## config.mk

```make
export PLATFORM = sky130hd
export DESIGN_NAME = dec16_gate_sched
export DESIGN_NICKNAME = d
export VERILOG_FILES = /design/src/rtl/dec16_gate_sched_pkg.sv /design/src/rtl/dec16_gate_sched_rr16_pick.sv /design/src/rtl/dec16_gate_sched.sv
export SDC_FILE = /design/constraint.sdc
export NUM_CORES = 1
export LEC_CHECK = 0
export BUFFER_PORTS_ARGS = -buffer_cell sky130_fd_sc_hd__buf_4
export CORE_ASPECT_RATIO = 2
export CORE_MARGIN = 1.5
export CORE_UTILIZATION = 43
export CTS_CLUSTER_SIZE = 12
export DETAILED_ROUTE_END_ITERATION = 6
export SLEW_MARGIN = 15
export SYNTH_ARGS = -nofsm -noshare
export SYNTH_HDL_FRONTEND = slang
export SYNTH_HIERARCHICAL = 1
export SYNTH_SLANG_ARGS = --single-unit
```

## constraint.sdc

```tcl
create_clock -name sys_clk -period 0.8 [get_ports sys_clk]
set_input_delay 0.04 -clock sys_clk [delete_from_list [all_inputs] [get_ports sys_clk]]
set_output_delay 0.04 -clock sys_clk [all_outputs]
set_load 0.005 [all_outputs]
```

## src/rtl/dec16_gate_sched_pkg.sv

```systemverilog
// Shared types and sizes for the 16-way gated-decoder scheduler.
package dec16_gate_sched_pkg;

    localparam int N_REQ = 16;
    localparam int IDX_W = 4;
    localparam int TEN_W = 4;

    typedef enum logic [1:0] {
        IDLE  = 2'b00,
        GRANT = 2'b01,
        GAP   = 2'b10
    } state_t;

endpackage

```

## src/rtl/dec16_gate_sched_rr16_pick.sv

```systemverilog
// Round-robin picker: first set request at or above (ptr + 1) mod 16, wrapping.
module rr16_pick
    import dec16_gate_sched_pkg::*;
(
    input  logic [N_REQ-1:0] req,
    input  logic [IDX_W-1:0] ptr,
    output logic             any,
    output logic [IDX_W-1:0] idx
);

    logic [IDX_W-1:0] start;
    logic [N_REQ-1:0] rot;
    logic [IDX_W-1:0] off;

    assign start = ptr + 1'b1;
    // rot[i] = req[(start + i) mod 16], so bit 0 is the highest-priority requester.
    assign rot   = N_REQ'({req, req} >> start);
    assign any   = |req;

    // NOTE: off gets a default before the loop so every path assigns it and no latch is inferred.
    always_comb begin
        off = '0;
        for (int i = N_REQ - 1; i >= 0; i--) begin
            if (rot[i]) off = IDX_W'(i);
        end
    end

    assign idx = start + off;

endmodule

```

## src/rtl/dec16_gate_sched.sv

```systemverilog
// Round-robin scheduler driving one 4-to-16 active-low-gated decoder;
// one dead cycle separates consecutive grants so decoded enables never overlap.
module dec16_gate_sched
    import dec16_gate_sched_pkg::*;
#(
    parameter int MAXT = 15
) (
    input  logic             sys_clk,
    input  logic             resetl,
    input  logic [N_REQ-1:0] req,
    output logic [IDX_W-1:0] a,
    output logic             gn,
    output logic [IDX_W-1:0] gnt_idx,
    output logic             busy,
    output logic             sw
);

    state_t           state;
    logic [TEN_W-1:0] ten_cnt;
    logic             rst_meta;
    logic             rst_int_n;
    logic             pick_any;
    logic [IDX_W-1:0] pick_idx;
    logic             tenure_done;

    // Assertion is immediate; release reaches the FSM only after two clean edges.
    always_ff @(posedge sys_clk or negedge resetl) begin
        if (!resetl) begin
            rst_meta  <= 1'b0;
            rst_int_n <= 1'b0;
        end else begin
            rst_meta  <= 1'b1;
            rst_int_n <= rst_meta;
        end
    end

    rr16_pick u_pick (
        .req (req),
        .ptr (gnt_idx),
        .any (pick_any),
        .idx (pick_idx)
    );

    assign tenure_done = (MAXT != 0) && (ten_cnt == TEN_W'(MAXT - 1));

    // NOTE: all state updates use non-blocking assignments so every register samples pre-edge values.
    always_ff @(posedge sys_clk or negedge rst_int_n) begin
        if (!rst_int_n) begin
            state   <= IDLE;
            gnt_idx <= 4'hF;
            a       <= 4'h0;
            gn      <= 1'b1;
            busy    <= 1'b0;
            sw      <= 1'b0;
            ten_cnt <= '0;
        end else begin
            sw <= 1'b0;
            case (state)
                IDLE, GAP: begin
                    if (pick_any) begin
                        state   <= GRANT;
                        gnt_idx <= pick_idx;
                        a       <= ~pick_idx;
                        gn      <= 1'b0;
                        busy    <= 1'b1;
                        sw      <= 1'b1;
                        ten_cnt <= '0;
                    end else begin
                        state <= IDLE;
                        gn    <= 1'b1;
                        busy  <= 1'b0;
                    end
                end
                GRANT: begin
                    if (ten_cnt != '1) ten_cnt <= ten_cnt + 1'b1;
                    // Request drop and tenure expiry collapse into one exit.
                    if (!req[gnt_idx] || tenure_done) begin
                        state <= GAP;
                        gn    <= 1'b1;
                        busy  <= 1'b0;
                    end
                end
                default: begin
                    state <= IDLE;
                    gn    <= 1'b1;
                    busy  <= 1'b0;
                end
            endcase
        end
    end

endmodule

```

== Word-level counts from Yosys, hierarchy flattened ==
Index checks and enable logic that the tools add are counted.

* Multiplexer cells: 31
* Magnitude comparators: 1
* Bitwise logic cells: 1
* Add/sub/neg operators: 3
* Reductions and logical operators: 8
* Equal/unequal tests: 7
* Shifts and indexed selects: 1

{| class="wikitable"
|+ Operator list
! cell !! count
|-
| $mux W4 || 18
|-
| $shr A32 B4 Y16 || 1
|-
| $reduce_or A16 Y1 || 1
|-
| $add A4 B1 Y4 const B || 2
|-
| $pmux W4 S2 || 1
|-
| $mux W1 || 7
|-
| $ne A2 B2 Y1 const B || 3
|-
| $lt A4 B5 Y1 const B || 1
|-
| $add A4 B4 Y4 || 1
|-
| $bmux W1 S4 || 1
|-
| $eq A4 B4 Y1 const B || 1
|-
| $ne A4 B4 Y1 const B || 1
|-
| $not A4 Y4 || 1
|-
| $pmux W1 S2 || 2
|-
| $pmux W2 S2 || 1
|-
| $reduce_and A3 Y1 || 1
|-
| $eq A2 B1 Y1 const B || 1
|-
| $eq A2 B2 Y1 const B || 1
|-
| $logic_not A2 Y1 || 1
|-
| $mux W2 || 1
|-
| $reduce_and A2 Y1 || 1
|-
| $reduce_bool A2 Y1 || 1
|-
| $reduce_or A2 Y1 || 1
|-
| $logic_not A1 Y1 || 1
|-
| $logic_or A1 B1 Y1 || 1
|}

* Flip-flop bits (word level): 19
* Word-level logic and storage cells: 61
* Output and inout bits: 11
* Input port bits: 18

== Depth between registers and ports, before layout ==
Gate-level depths: netlist of run 1.

* Depth in word-level cells: 20
* Depth in mapped cells: 16
* Mapped depth without buffers: 14

== Modules after synthesis ==
Netlist of run 1, hierarchy kept.

{| class="wikitable"
|+ By module, submodules not included
! module !! area an instance (um^2) !! times used !! cells each !! sequential area each (um^2)
|-
| rr16_pick || 1,194.9 || 1 || 103 || 0.0
|-
| dec16_gate_sched || 945.9 || 1 || 95 || 481.7
|}

== Worst setup path after synthesis of run 1 ==
No wires, ideal clock.

* Path type: register -> register
* Start point: reg gnt_idx[1]
* End point: reg a[3]
* Path buffers: 2
* Stages on the path, launching flop included: 16
* Arrival: 3.590 ns
* Setup time: 0.129 ns
* Path slack: -2.919 ns
* Cells stage by stage: dfstp_2 > ha_1 > buf_6 > buf_6 > mux4_2 > mux2_2 > mux2_2 > a211oi_1 > o21ai_1 > a21oi_1 > ha_1 > a21o_1 > a21oi_1 > xnor2_1 > xnor2_1 > o21ai_0

* Word-level cells in the longest chain between the ends: 20

{| class="wikitable"
|+ RTL lines
! what !! line !! RTL
|-
| start, declared || dec16_gate_sched.sv:13 || <nowiki>output logic [IDX_W-1:0] gnt_idx,</nowiki>
|-
| start signal, assigned || dec16_gate_sched.sv:62 || <nowiki>gnt_idx <= pick_idx;</nowiki>
|-
| $add A4 B1 Y4 (*) || dec16_gate_sched_rr16_pick.sv:15 || <nowiki>assign start = ptr + 1'b1;</nowiki>
|-
| $shr A32 B4 Y16 || dec16_gate_sched_rr16_pick.sv:17 || <nowiki>assign rot = N_REQ'({req, req} >> start);</nowiki>
|-
| $mux W4 (16 in series) || dec16_gate_sched_rr16_pick.sv:24 || <nowiki>if (rot[i]) off = IDX_W'(i);</nowiki>
|-
| $add A4 B4 Y4 (*) || dec16_gate_sched_rr16_pick.sv:28 || <nowiki>assign idx = start + off;</nowiki>
|-
| net pick_idx[3] || dec16_gate_sched.sv:23 || <nowiki>logic [IDX_W-1:0] pick_idx;</nowiki>
|-
| $not A4 Y4 (*) || dec16_gate_sched.sv:63 || <nowiki>a <= ~pick_idx;</nowiki>
|-
| end signal, assigned || dec16_gate_sched.sv:63 ||
|-
| end, declared || dec16_gate_sched.sv:11 || <nowiki>output logic [IDX_W-1:0] a,</nowiki>
|}

The timed path passes the listed nets; every way through them passes the cells marked *.
A chain may end at the register's enable or synchronous reset.

== Final worst setup path of run 1 ==
* Start point: reg gnt_idx[0]
* End point: reg a[3]

The elaborated chain is that of the path after synthesis.

==> flow_summary.html, run 1 <==
<table>
<tr><th>Metric</th><th>Value</th></tr>
<tr><th colspan="2">Synth</th></tr>
<tr><td>Flip-flop cell with the highest count after synthesis</td><td>dfrtp_1</td></tr>
<tr><td>Flop and latch count out of synthesis</td><td>19</td></tr>
<tr><td>Most repeated cell in the gate-level netlist after synthesis</td><td>mux2i_1</td></tr>
<tr><td>Yosys warning count</td><td>6</td></tr>
<tr><td>Cells taking the most area after synthesis</td><td>dfrtp_1 (16%), mux2i_1 (15%), mux4_2 (11%), mux4_1 (7.4%), dfstp_2 (6.1%)</td></tr>
<tr><td>Most instantiated cells after synthesis</td><td>mux2i_1 (33), nand2_1 (24), dfrtp_1 (14)</td></tr>
<tr><td>Fraction of post-synthesis cell area in the top cell type by area</td><td>0.164</td></tr>
<tr><td>Post-synthesis instance area</td><td>2140 um2</td></tr>
<tr><td>Sequential share of the synthesized area</td><td>0.225</td></tr>
<tr><td>Cells after Synth</td><td>198</td></tr>
<tr><td>Most area-hungry cell type in the Yosys netlist</td><td>dfrtp_1</td></tr>
<tr><td>Synth async-reset ratio</td><td>1.00</td></tr>
<tr><td>Yosys cell types</td><td>approximately 50</td></tr>
<tr><td>Synth Area per Inst</td><td>10.8 um2</td></tr>
<tr><td>Number of enable-type register cells in the synthesized netlist</td><td>0</td></tr>
<tr><td>Post-synth net total</td><td>between 200 and 250</td></tr>
<tr><th colspan="2">Die</th></tr>
<tr><td>Overall die width</td><td>52.9 um</td></tr>
<tr><td>FP Rows</td><td>36</td></tr>
<tr><td>Initial Utilization</td><td>0.444</td></tr>
<tr><td>I/O pin count</td><td>29</td></tr>
<tr><td>Floorplan core area</td><td>slightly below 5000 um2</td></tr>
<tr><td>Die Span Y</td><td>103 um</td></tr>
<tr><td>DIE AREA</td><td>5440 um2</td></tr>
<tr><th colspan="2">Cells and area</th></tr>
<tr><td>Layout Area Growth over Synthesis</td><td>63.1%</td></tr>
<tr><td>Nets@finish</td><td>between 300 and 400</td></tr>
<tr><td>Total inserted antenna cells</td><td>0</td></tr>
<tr><td>Final core utilization</td><td>0.725</td></tr>
<tr><td>Count of placed standard cells in the final layout, fillers left out</td><td>around 350</td></tr>
<tr><td>Share of final-layout standard cells stronger than drive strength 1</td><td>0.637</td></tr>
<tr><td>Number of fill cells in the layout</td><td>356</td></tr>
<tr><th colspan="2">CTS</th></tr>
<tr><td>Clock tree from TritonCTS</td><td>done</td></tr>
<tr><td>Worst-skew pair later-pin latency</td><td>0.25 ns</td></tr>
<tr><td>Maximum level of the CTS H-tree</td><td>1</td></tr>
<tr><td>Buffer cell driving the clock tree root</td><td>clkbuf_8</td></tr>
<tr><td>Total clock sinks</td><td>19</td></tr>
<tr><td>Number of clock buffers inserted by TritonCTS</td><td>3</td></tr>
<tr><td>Max clock buf depth</td><td>2</td></tr>
<tr><td>Clock Pin Slew Worst Setup and Hold Paths</td><td>0.07 ns</td></tr>
<tr><th colspan="2">Timing</th></tr>
<tr><td>Crit share post-route</td><td>4.47</td></tr>
<tr><td>Slew Viols, Final</td><td>0</td></tr>
<tr><td>Achievable Freq</td><td>279 MHz</td></tr>
<tr><td>Final number of hold-violating endpoints</td><td>0</td></tr>
<tr><td>Final setup violation count</td><td>25</td></tr>
<tr><td>Unrepaired setup endpoints after global routing</td><td>true</td></tr>
<tr><td>Layout Skew</td><td>0.00577 ns</td></tr>
<tr><td>Time the final worst path needs with I/O delays and setup</td><td>around 3.6 ns</td></tr>
<tr><td>Smallest setup slack after layout</td><td>-2.78 ns</td></tr>
<tr><td>Post-Route Setup TNS</td><td>-27.27 ns</td></tr>
<tr><th colspan="2">Setup path</th></tr>
<tr><td>Sum of buffers and inverters on the critical path</td><td>3</td></tr>
<tr><td>Delay contributed by the slowest stage of the critical path</td><td>0.58 ns</td></tr>
<tr><td>Type of element capturing the critical path</td><td>register</td></tr>
<tr><td>CP max stage cell</td><td>dfstp_2</td></tr>
<tr><td>Startpoint kind of the worst setup timing path</td><td>register</td></tr>
<tr><td>Endpoint arrival time on the critical path</td><td>between 3 and 4 ns</td></tr>
<tr><td>Cell-by-cell listing of the critical path</td><td>ha_4 &gt; buf_6 &gt; buf_4 &gt; mux4_2 &gt; mux2i_1 &gt; buf_4 &gt; mux2_1 &gt; a211oi_2 &gt; o21ai_2 &gt; a21oi_2 &gt; ha_1 &gt; a21o_1 &gt; a21oi_2 &gt; xnor2_1 &gt; xnor2_1 &gt; o21ai_1</td></tr>
<tr><td>Critical path type</td><td>register to register</td></tr>
<tr><td>Critical path required time</td><td>0.93 ns</td></tr>
<tr><td>Largest delay share family, worst path</td><td>compound AO/OA/AOI/OAI gates</td></tr>
<tr><td>Maximum net fanout on the critical path</td><td>7</td></tr>
<tr><th colspan="2">Routing</th></tr>
<tr><td>Vias per cell</td><td>5.85</td></tr>
<tr><td>Violation count after the first detailed-route iteration</td><td>38</td></tr>
<tr><td>Number of vias in the routed layout</td><td>2,059</td></tr>
<tr><td>Detail Route Antenna Nets</td><td>0</td></tr>
<tr><td>Residual DRC count</td><td>0</td></tr>
<tr><td>Mean routed wirelength per cell</td><td>roughly 20 um</td></tr>
<tr><td>Wire length after detailed routing</td><td>7.07 mm</td></tr>
<tr><td>Iteration count of the initial detailed-routing pass</td><td>4</td></tr>
<tr><th colspan="2">Global route</th></tr>
<tr><td>Wire length of the first global-routing pass</td><td>10.3 mm</td></tr>
<tr><td>Total congestion overflow after global routing</td><td>0</td></tr>
<tr><td>Pin count of the biggest net entering global routing</td><td>24</td></tr>
<tr><td>Vias in the first global route</td><td>2,160</td></tr>
<tr><td>All-Layer GR Usage</td><td>0.261</td></tr>
<tr><td>Number of antenna violations at the first check in global routing</td><td>0</td></tr>
<tr><th colspan="2">Job</th></tr>
<tr><td>Max_cap viols</td><td>0</td></tr>
<tr><th colspan="2">Place</th></tr>
<tr><td>Number of placed cells counting well taps</td><td>338</td></tr>
<tr><td>Count of port buffers added during placement</td><td>28</td></tr>
<tr><td>DP HPWL</td><td>5.15 mm</td></tr>
<tr><td>Worst-case setup slack after placement</td><td>-2.89 ns</td></tr>
<tr><td>GP Congestion</td><td>0.820</td></tr>
<tr><th colspan="2">Run status</th></tr>
<tr><td>Failing checks</td><td>setup timing</td></tr>
<tr><td>Outcome</td><td>finished, violations left</td></tr>
<tr><th colspan="2">Min path</th></tr>
<tr><td>Path class of the lowest-slack min-delay path</td><td>input pin to asynchronous set/reset pin</td></tr>
</table>
kinds of logic after synthesis:
family | count (synthesis) | synth area share
other | 1 | 0.00175
AND/OR/NAND/NOR | 67 | 0.169
flip-flops | 19 | 0.225
adder cells (fa/ha/maj) | 7 | 0.0444
AO/OA/AOI/OAI | 27 | 0.0912
multiplexers | 58 | 0.386
buffers and inverters | 12 | 0.0415
XOR/XNOR | 7 | 0.0409
placed cells by master, fill, tap and decap left out, types with 3 or more instances in the layout:
cell type	n
buf_4	77
nand2_1	23
buf_6	17
mux2i_1	16
mux4_2	16
dfrtp_1	14
mux2i_4	12
nor2_1	9
mux2i_2	6
o21ai_1	5
dfstp_2	5
buf_12	5
nor2b_1	4
nand3_2	4
ha_4	4
o21ai_2	3
nand2b_1	3
a211oi_2	3
clkbuf_8	3
mux2_1	3
mux2_4	3
a21oi_2	3
cell type report:
class,count,area [um2],area share
inverters,3,16.3,0.00466
clock inverters,1,5.00,0.00143
repair buffers,102,920,0.263
flip-flops and latches,19,482,0.138
multi-input cells,167,1960,0.560
clock buffers,3,41.3,0.0118
well taps,57,71.3,0.0204
layer usage:
layer	track usage	wire, um	vias to the layer above
met3	0.0174	142	16
met4	0.107	209	0
met5	0	0	-
met1	0.250	2220	1039
li1	-	-	957
met2	0.532	4490	47
what timing repair did:
action / CTS / global route
endpoints found under the hold margin: 2 / 0
pin swaps: 12 / 21
resized for setup: 57 / 41
setup buffers: 5 / 7
hold buffers: 1 / 0
gates cloned: 0 / 1
endpoints found under the setup margin: 27 / 28
registers in the layout, indices dropped and copies added (netlist names):
signal and count:
a 4, gnt_idx 4, ten_cnt 4, state 2
busy 1, gn 1, rst_int_n 1, rst_meta 1
sw 1
per-stage QoR:
stage	instance area, um2	hold WS [ns]
finish	3490	0.112
global route	3490	0.113
CTS	3250	0.109
detailed placement	2930	-0.177
global placement	2930	-0.178
floorplan	2210	-0.256
final timing paths:
check	from	endpoint	slack, ns	cells after the start
max in group asynchronous	rst_int_n	gnt_idx[2]	0.36	1
worst max register to register	gnt_idx[0]	a[3]	-2.78	16
worst max-delay path	gnt_idx[0]	a[3]	-2.78	16
worst min-delay path	resetl	rst_int_n	0.11	2
worst min register to register	rst_int_n	ten_cnt[3]	0.19	1
min in group sys_clk	rst_meta	rst_int_n	0.36	0
Power of run 1 is not shown: default switching activity piles up to over one toggle a cycle in this logic, so the estimate is an artifact.
==> inputs of run 2 (changes only) <==
--- a/config.mk
+++ b/config.mk
@@ -6,11 +6,12 @@
 export NUM_CORES = 1
 export LEC_CHECK = 0
 export BUFFER_PORTS_ARGS = -buffer_cell sky130_fd_sc_hd__buf_4
-export CORE_ASPECT_RATIO = 2
+export CORE_ASPECT_RATIO = 0.8
 export CORE_MARGIN = 1.5
 export CORE_UTILIZATION = 43
 export CTS_CLUSTER_SIZE = 12
 export DETAILED_ROUTE_END_ITERATION = 6
+export RECOVER_POWER = 100
 export SLEW_MARGIN = 15
 export SYNTH_ARGS = -nofsm -noshare
 export SYNTH_HDL_FRONTEND = slang
==> constraint.sdc (replaced) <==
create_clock -name sys_clk -period 0.8 [get_ports sys_clk]
set_input_delay 0.16 -clock sys_clk [delete_from_list [all_inputs] [get_ports sys_clk]]
set_output_delay 0.16 -clock sys_clk [all_outputs]
set_load 0.005 [all_outputs]
==> flow_summary.html, run 2 (synthesis results as in run 1) <==
<table>
<tr><th>Metric</th><th>Value</th></tr>
<tr><th colspan="2">Timing</th></tr>
<tr><td>Layout Skew</td><td>0.00731 ns</td></tr>
<tr><td>Final setup violation count</td><td>28</td></tr>
<tr><td>Crit share post-route</td><td>4.49</td></tr>
<tr><td>Achievable Freq</td><td>279 MHz</td></tr>
<tr><td>Post-Route Setup TNS</td><td>-29.07 ns</td></tr>
<tr><td>Smallest setup slack after layout</td><td>-2.79 ns</td></tr>
<tr><td>Final number of hold-violating endpoints</td><td>0</td></tr>
<tr><td>Slew Viols, Final</td><td>0</td></tr>
<tr><td>Unrepaired setup endpoints after global routing</td><td>true</td></tr>
<tr><td>Time the final worst path needs with I/O delays and setup</td><td>3.59 ns</td></tr>
<tr><th colspan="2">CTS</th></tr>
<tr><td>Clock Pin Slew Worst Setup and Hold Paths</td><td>0.08 ns</td></tr>
<tr><td>Max clock buf depth</td><td>2</td></tr>
<tr><td>Number of clock buffers inserted by TritonCTS</td><td>3</td></tr>
<tr><td>Buffer cell driving the clock tree root</td><td>clkbuf_8</td></tr>
<tr><td>Total clock sinks</td><td>19</td></tr>
<tr><td>Worst-skew pair later-pin latency</td><td>0.26 ns</td></tr>
<tr><td>Maximum level of the CTS H-tree</td><td>1</td></tr>
<tr><td>Clock tree from TritonCTS</td><td>done</td></tr>
<tr><th colspan="2">Setup path</th></tr>
<tr><td>Destination of the critical timing path</td><td>a[3]</td></tr>
<tr><td>Endpoint arrival time on the critical path</td><td>between 3 and 4 ns</td></tr>
<tr><td>Register-to-register setup slack</td><td>-2.79 ns</td></tr>
<tr><td>Worst Reg-to-Reg Cells</td><td>15</td></tr>
<tr><td>Origin of the worst setup path</td><td>gnt_idx[1]</td></tr>
<tr><td>Type of element capturing the critical path</td><td>register</td></tr>
<tr><td>Endpoint of the worst-slack reg-to-reg timing path</td><td>a[3]</td></tr>
<tr><td>Startpoint kind of the worst setup timing path</td><td>register</td></tr>
<tr><td>Critical path required time</td><td>0.95 ns</td></tr>
<tr><td>Maximum net fanout on the critical path</td><td>8</td></tr>
<tr><td>FF-to-FF Start</td><td>gnt_idx[1]</td></tr>
<tr><td>Critical path type</td><td>register to register</td></tr>
<tr><th colspan="2">Cells and area</th></tr>
<tr><td>Commonest cells after routing, fill and taps aside</td><td>buf_4 (64), buf_6 (28), mux2i_1 (21)</td></tr>
<tr><td>Biggest regs</td><td>a (4), gnt_idx (4), ten_cnt (4)</td></tr>
<tr><td>Layout Area Growth over Synthesis</td><td>64.3%</td></tr>
<tr><td>Total inserted antenna cells</td><td>0</td></tr>
<tr><td>Nets@finish</td><td>~320</td></tr>
<tr><td>Share of final-layout standard cells stronger than drive strength 1</td><td>0.643</td></tr>
<tr><td>Leading cell type in the layout, fill and taps excluded</td><td>buf_4</td></tr>
<tr><th colspan="2">Routing</th></tr>
<tr><td>Violation count after the first detailed-route iteration</td><td>128</td></tr>
<tr><td>Mean routed wirelength per cell</td><td>around 19 um</td></tr>
<tr><td>Detail Route Antenna Nets</td><td>0</td></tr>
<tr><td>Iteration count of the initial detailed-routing pass</td><td>4</td></tr>
<tr><td>Residual DRC count</td><td>0</td></tr>
<tr><td>Number of vias in the routed layout</td><td>about 2,100</td></tr>
<tr><td>Vias per cell</td><td>between 5 and 6</td></tr>
<tr><td>Wire length after detailed routing</td><td>6.88 mm</td></tr>
<tr><th colspan="2">Global route</th></tr>
<tr><td>Number of antenna violations at the first check in global routing</td><td>0</td></tr>
<tr><td>Total congestion overflow after global routing</td><td>0</td></tr>
<tr><td>Vias in the first global route</td><td>2,252</td></tr>
<tr><td>Pin count of the biggest net entering global routing</td><td>18</td></tr>
<tr><td>Wire length of the first global-routing pass</td><td>around 11 mm</td></tr>
<tr><td>All-Layer GR Usage</td><td>0.281</td></tr>
<tr><th colspan="2">Die</th></tr>
<tr><td>DIE AREA</td><td>5410 um2</td></tr>
<tr><td>Initial Utilization</td><td>0.457</td></tr>
<tr><td>Floorplan core area</td><td>~4700 um2</td></tr>
<tr><td>FP Rows</td><td>22</td></tr>
<tr><td>Die Span Y</td><td>66.1 um</td></tr>
<tr><td>I/O pin count</td><td>29</td></tr>
<tr><td>Overall die width</td><td>81.9 um</td></tr>
<tr><th colspan="2">Place</th></tr>
<tr><td>Count of port buffers added during placement</td><td>28</td></tr>
<tr><td>DP HPWL</td><td>4.97 mm</td></tr>
<tr><td>Worst-case setup slack after placement</td><td>-2.88 ns</td></tr>
<tr><td>GP Congestion</td><td>0.921</td></tr>
<tr><th colspan="2">Job</th></tr>
<tr><td>Max_cap viols</td><td>0</td></tr>
<tr><th colspan="2">Min path</th></tr>
<tr><td>Path class of the lowest-slack min-delay path</td><td>input pin to asynchronous set/reset pin</td></tr>
<tr><th colspan="2">Run status</th></tr>
<tr><td>Outcome</td><td>finished, violations left</td></tr>
<tr><td>Failing checks</td><td>setup timing</td></tr>
</table>
## run 2: cell count changes in the layout (fill, tap and decap cells not counted), moves of 2 or more
cell      change
buf_4        -13
buf_6        +11
mux2i_4       -9
mux2i_1       +5
mux2i_2       +4
nand2_2       +4
nand2_1       -3
o221ai_1      -2
o221ai_2      +2
## run 2: repair_timing
action,4_1_cts,5_1_grt
hold endpoints to repair,2,0
setup endpoints to repair,28,28
pin swaps,18,15
hold buffers,1,0
resized for setup,68,34
cloned,3,0
setup buffers,7,3
## run 2: worst min-delay path by stage
stage	startpoint	endpoint	slack, ns	depth (start not counted)
after CTS	rst_int_n	a[3]	0.20	1
after global placement	resetl	rst_meta	-0.06	1
after global routing	resetl	rst_int_n	0.20	2
final	resetl	rst_meta	0.21	2
after floorplan	resetl	rst_int_n	-0.14	0
after detailed placement	resetl	rst_meta	-0.05	1
## run 2: worst max-delay path, stage by stage, from the launching register on
cell and delay, ns:
dfstp_2 0.57, ha_4 0.25, buf_6 0.13, buf_4 0.14
mux4_2 0.30, mux2_2 0.33, mux2_4 0.30, a211oi_4 0.18
o21ai_2 0.08, a21oi_2 0.16, ha_1 0.25, a21o_1 0.17
a21oi_2 0.15, xnor2_1 0.15, xnor2_1 0.19, o21ai_1 0.11
## run 2: final cells by class
class,count,area (um2)
fillers,295,1160
inverters,3,18.8
well taps,60,75.1
multi-input cells,167,1890
clock buffers,3,41.3
flip-flops and latches,19,482
clock inverters,1,5.00
repair buffers,104,1010
## run 2: metal layers
metal	vias up	track usage	share of wire
li1	954	-	-
met1	1038	0.350	0.42
met2	75	0.483	0.50
met3	22	0.0566	0.050
met4	0	0.0932	0.030
met5	-	0	0
## run 2: metrics by stage
step | utilization | cells | hold WS, ns | area (um2)
detailed placement | 0.633 | 341 | -0.0546 | 2960
CTS | 0.730 | 356 | 0.201 | 3420
global route | 0.752 | 357 | 0.196 | 3520
finish | 0.752 | 357 | 0.207 | 3520
global placement | 0.633 | 341 | -0.0565 | 2960
floorplan | - | 198 | -0.136 | 2240
Power of run 2 is left out for the same reason.
==> inputs of run 3 (changes only) <==
--- a/config.mk
+++ b/config.mk
@@ -6,6 +6,7 @@
 export NUM_CORES = 1
 export LEC_CHECK = 0
 export BUFFER_PORTS_ARGS = -buffer_cell sky130_fd_sc_hd__buf_4
+export CAP_MARGIN = 20
 export CORE_ASPECT_RATIO = 0.8
 export CORE_MARGIN = 1.5
 export CORE_UTILIZATION = 43
@@ -15,5 +16,4 @@
 export SLEW_MARGIN = 15
 export SYNTH_ARGS = -nofsm -noshare
 export SYNTH_HDL_FRONTEND = slang
-export SYNTH_HIERARCHICAL = 1
 export SYNTH_SLANG_ARGS = --single-unit
==> flow_summary.html, run 3 <==
<table>
<tr><th>Metric</th><th>Value</th></tr>
<tr><th colspan="2">Run status</th></tr>
<tr><td>Outcome</td><td>finished, violations left</td></tr>
<tr><td>Failing checks</td><td>setup timing</td></tr>
<tr><th colspan="2">Routing</th></tr>
<tr><td>Violation count after the first detailed-route iteration</td><td>128</td></tr>
<tr><td>Wire length after detailed routing</td><td>7.35 mm</td></tr>
<tr><td>Number of vias in the routed layout</td><td>~2,200</td></tr>
<tr><td>Residual DRC count</td><td>0</td></tr>
<tr><td>Detail Route Antenna Nets</td><td>0</td></tr>
<tr><td>Iteration count of the initial detailed-routing pass</td><td>4</td></tr>
<tr><td>Vias per cell</td><td>5.88</td></tr>
<tr><td>Mean routed wirelength per cell</td><td>19.3 um</td></tr>
<tr><th colspan="2">CTS</th></tr>
<tr><td>Clock Pin Slew Worst Setup and Hold Paths</td><td>0.07 ns</td></tr>
<tr><td>Worst-skew pair later-pin latency</td><td>0.26 ns</td></tr>
<tr><td>Number of clock buffers inserted by TritonCTS</td><td>3</td></tr>
<tr><td>Total clock sinks</td><td>19</td></tr>
<tr><td>Max clock buf depth</td><td>2</td></tr>
<tr><td>Buffer cell driving the clock tree root</td><td>clkbuf_8</td></tr>
<tr><td>Clock tree from TritonCTS</td><td>done</td></tr>
<tr><td>Maximum level of the CTS H-tree</td><td>1</td></tr>
<tr><th colspan="2">Synth</th></tr>
<tr><td>Cells taking the most area after synthesis</td><td>mux4_2 (19%), dfrtp_1 (16%), mux2i_1 (9.2%), dfstp_2 (6.0%), mux2_2 (5.7%)</td></tr>
<tr><td>Fraction of post-synthesis cell area in the top cell type by area</td><td>0.186</td></tr>
<tr><td>Synth Area per Inst</td><td>around 11 um2</td></tr>
<tr><td>Cells after Synth</td><td>205</td></tr>
<tr><td>Synth async-reset ratio</td><td>1.00</td></tr>
<tr><td>Most area-hungry cell type in the Yosys netlist</td><td>mux4_2</td></tr>
<tr><td>Most repeated cell in the gate-level netlist after synthesis</td><td>nand2_1</td></tr>
<tr><td>Post-synthesis instance area</td><td>2180 um2</td></tr>
<tr><td>Flip-flop cell with the highest count after synthesis</td><td>dfrtp_1</td></tr>
<tr><td>Number of enable-type register cells in the synthesized netlist</td><td>0</td></tr>
<tr><td>Flop and latch count out of synthesis</td><td>19</td></tr>
<tr><td>Post-synth net total</td><td>230</td></tr>
<tr><td>Most instantiated cells after synthesis</td><td>nand2_1 (24), mux2i_1 (20), mux4_2 (18)</td></tr>
<tr><td>Yosys warning count</td><td>0</td></tr>
<tr><td>Sequential share of the synthesized area</td><td>0.221</td></tr>
<tr><td>Yosys cell types</td><td>54</td></tr>
<tr><th colspan="2">Min path</th></tr>
<tr><td>Path class of the lowest-slack min-delay path</td><td>input pin to asynchronous set/reset pin</td></tr>
<tr><th colspan="2">Setup path</th></tr>
<tr><td>Critical path required time</td><td>0.97 ns</td></tr>
<tr><td>Maximum net fanout on the critical path</td><td>7</td></tr>
<tr><td>Endpoint arrival time on the critical path</td><td>4.05 ns</td></tr>
<tr><td>Critical path type</td><td>register to register</td></tr>
<tr><td>Type of element capturing the critical path</td><td>register</td></tr>
<tr><td>Startpoint kind of the worst setup timing path</td><td>register</td></tr>
<tr><th colspan="2">Global route</th></tr>
<tr><td>Number of antenna violations at the first check in global routing</td><td>0</td></tr>
<tr><td>Wire length of the first global-routing pass</td><td>11.5 mm</td></tr>
<tr><td>Total congestion overflow after global routing</td><td>0</td></tr>
<tr><td>Pin count of the biggest net entering global routing</td><td>18</td></tr>
<tr><td>Vias in the first global route</td><td>2,243</td></tr>
<tr><td>All-Layer GR Usage</td><td>0.281</td></tr>
<tr><th colspan="2">Timing</th></tr>
<tr><td>Worst-Margin Slew</td><td>0.458 ns</td></tr>
<tr><td>Final number of hold-violating endpoints</td><td>0</td></tr>
<tr><td>Layout Skew</td><td>0.00447 ns</td></tr>
<tr><td>Time the final worst path needs with I/O delays and setup</td><td>between 3 and 4 ns</td></tr>
<tr><td>Crit share post-route</td><td>4.84</td></tr>
<tr><td>Relative slew margins</td><td>0.686</td></tr>
<tr><td>Unrepaired setup endpoints after global routing</td><td>true</td></tr>
<tr><td>Achievable Freq</td><td>about 260 MHz</td></tr>
<tr><td>Smallest setup slack after layout</td><td>-3.07 ns</td></tr>
<tr><td>Post-Route Setup TNS</td><td>-33.12 ns</td></tr>
<tr><td>Final setup violation count</td><td>28</td></tr>
<tr><td>Slew Viols, Final</td><td>0</td></tr>
<tr><th colspan="2">Die</th></tr>
<tr><td>I/O pin count</td><td>29</td></tr>
<tr><td>Floorplan core area</td><td>~4700 um2</td></tr>
<tr><td>DIE AREA</td><td>5500 um2</td></tr>
<tr><td>Overall die width</td><td>about 83 um</td></tr>
<tr><td>Initial Utilization</td><td>0.460</td></tr>
<tr><td>Die Span Y</td><td>66.6 um</td></tr>
<tr><td>FP Rows</td><td>22</td></tr>
<tr><th colspan="2">Cells and area</th></tr>
<tr><td>Number of fill cells in the layout</td><td>between 300 and 400</td></tr>
<tr><td>Commonest cells after routing, fill and taps aside</td><td>buf_4 (87), buf_6 (28), nand2_1 (23)</td></tr>
<tr><td>Layout Area Growth over Synthesis</td><td>63.3%</td></tr>
<tr><td>Share of final-layout standard cells stronger than drive strength 1</td><td>0.638</td></tr>
<tr><td>Nets@finish</td><td>approximately 350</td></tr>
<tr><td>Count of placed standard cells in the final layout, fillers left out</td><td>380</td></tr>
<tr><td>Biggest regs</td><td>a (4), gnt_idx (4), ten_cnt (4)</td></tr>
<tr><td>Total inserted antenna cells</td><td>0</td></tr>
<tr><td>Leading cell type in the layout, fill and taps excluded</td><td>buf_4</td></tr>
<tr><th colspan="2">Place</th></tr>
<tr><td>GP Congestion</td><td>1.02</td></tr>
<tr><td>Number of placed cells counting well taps</td><td>roughly 350</td></tr>
<tr><td>DP HPWL</td><td>~5.4 mm</td></tr>
<tr><td>Count of port buffers added during placement</td><td>28</td></tr>
<tr><th colspan="2">Job</th></tr>
<tr><td>Max_cap viols</td><td>0</td></tr>
</table>
## run 3: cell count changes in the layout (fill, tap and decap cells not counted), sizes merged, moves of 3 or more
cell | before | now
nand2b | 5 | 2
or3 | 0 | 4
a31oi | 0 | 6
nand3 | 8 | 3
nor2 | 9 | 13
mux2i | 34 | 22
mux4 | 16 | 20
buf | 100 | 117
mux2 | 8 | 18
## run 3: final cells by class
| type | count | area, um2 | share of cell area |
|---|---|---|---|
| Clock buffer | 4 | 45.0 | 0.0127 |
| Timing Repair Buffer | 121 | 1060 | 0.298 |
| Inverter | 4 | 25.0 | 0.00704 |
| Sequential cell | 19 | 482 | 0.135 |
| Multi-Input combinational cell | 171 | 1860 | 0.524 |
| Tap cell | 60 | 75.1 | 0.0211 |
| Timing Repair inverter | 1 | 7.51 | 0.00211 |
## run 3: logic make-up (layout without fill, tap and decap cells)
kind of cell             Yosys count  after routing  share of synthesized area
AO/OA/AOI/OAI                     33             33                      0.102
XOR/XNOR                           7              7                     0.0402
adder cells (fa/ha/maj)            7              7                     0.0437
buffers and inverters             15            130                     0.0397
flip-flops                        19             19                      0.221
multiplexers                      60             60                      0.412
other                              1              1                    0.00172
AND/OR/NAND/NOR                   63             63                      0.139
## run 3: final timing paths
path	endpoint	slack (ns)	depth (start not counted)	start
setup / recovery	a[3]	-3.07	15	gnt_idx[1]
hold / removal	rst_int_n	0.23	2	resetl
setup reg to reg	a[3]	-3.07	15	gnt_idx[1]
hold reg to reg	state[0]	0.29	1	rst_int_n
max in group asynchronous	gnt_idx[3]	0.16	1	rst_int_n
min in group sys_clk	rst_int_n	0.36	0	rst_meta
## run 3: repair_timing
item	in CTS	in global routing
cloned	2	0
resized for setup	46	24
pin swaps	17	11
endpoints found under the hold margin	2	0
endpoints found under the setup margin	28	28
setup buffers	16	5
hold buffers	1	0
## run 3: through the flow
step,worst slack [ns],util,instance area [um2],hold WS [ns]
2_1_floorplan,-2.92,-,2310,-0.136
3_3_place_gp,-3.03,0.636,3010,-0.0580
3_5_place_dp,-3.15,0.636,3010,-0.0575
4_1_cts,-3.07,0.723,3420,0.204
5_1_grt,-3.25,0.751,3560,0.241
6_report,-3.07,0.751,3560,0.235
## run 3: routing by layer
layer	vias up	track usage	share of wire
li1	1034	-	-
met2	77	0.457	0.49
met4	0	0.0542	0.0048
met1	1121	0.395	0.45
met3	4	0.0452	0.054
met5	-	0	0
## run 3: critical path, cell delays in order (launching register included)
cell,delay (ns)
dfstp_2,0.56
ha_4,0.24
buf_8,0.15
mux2_4,0.31
mux4_2,0.49
or3_4,0.40
nand2_2,0.09
o21ai_2,0.06
a211oi_2,0.21
nor3_2,0.08
ha_1,0.28
a21o_1,0.17
a21oi_2,0.15
xnor2_1,0.08
or3_1,0.33
a31oi_1,0.18
Power of run 3 is left out for the same reason.
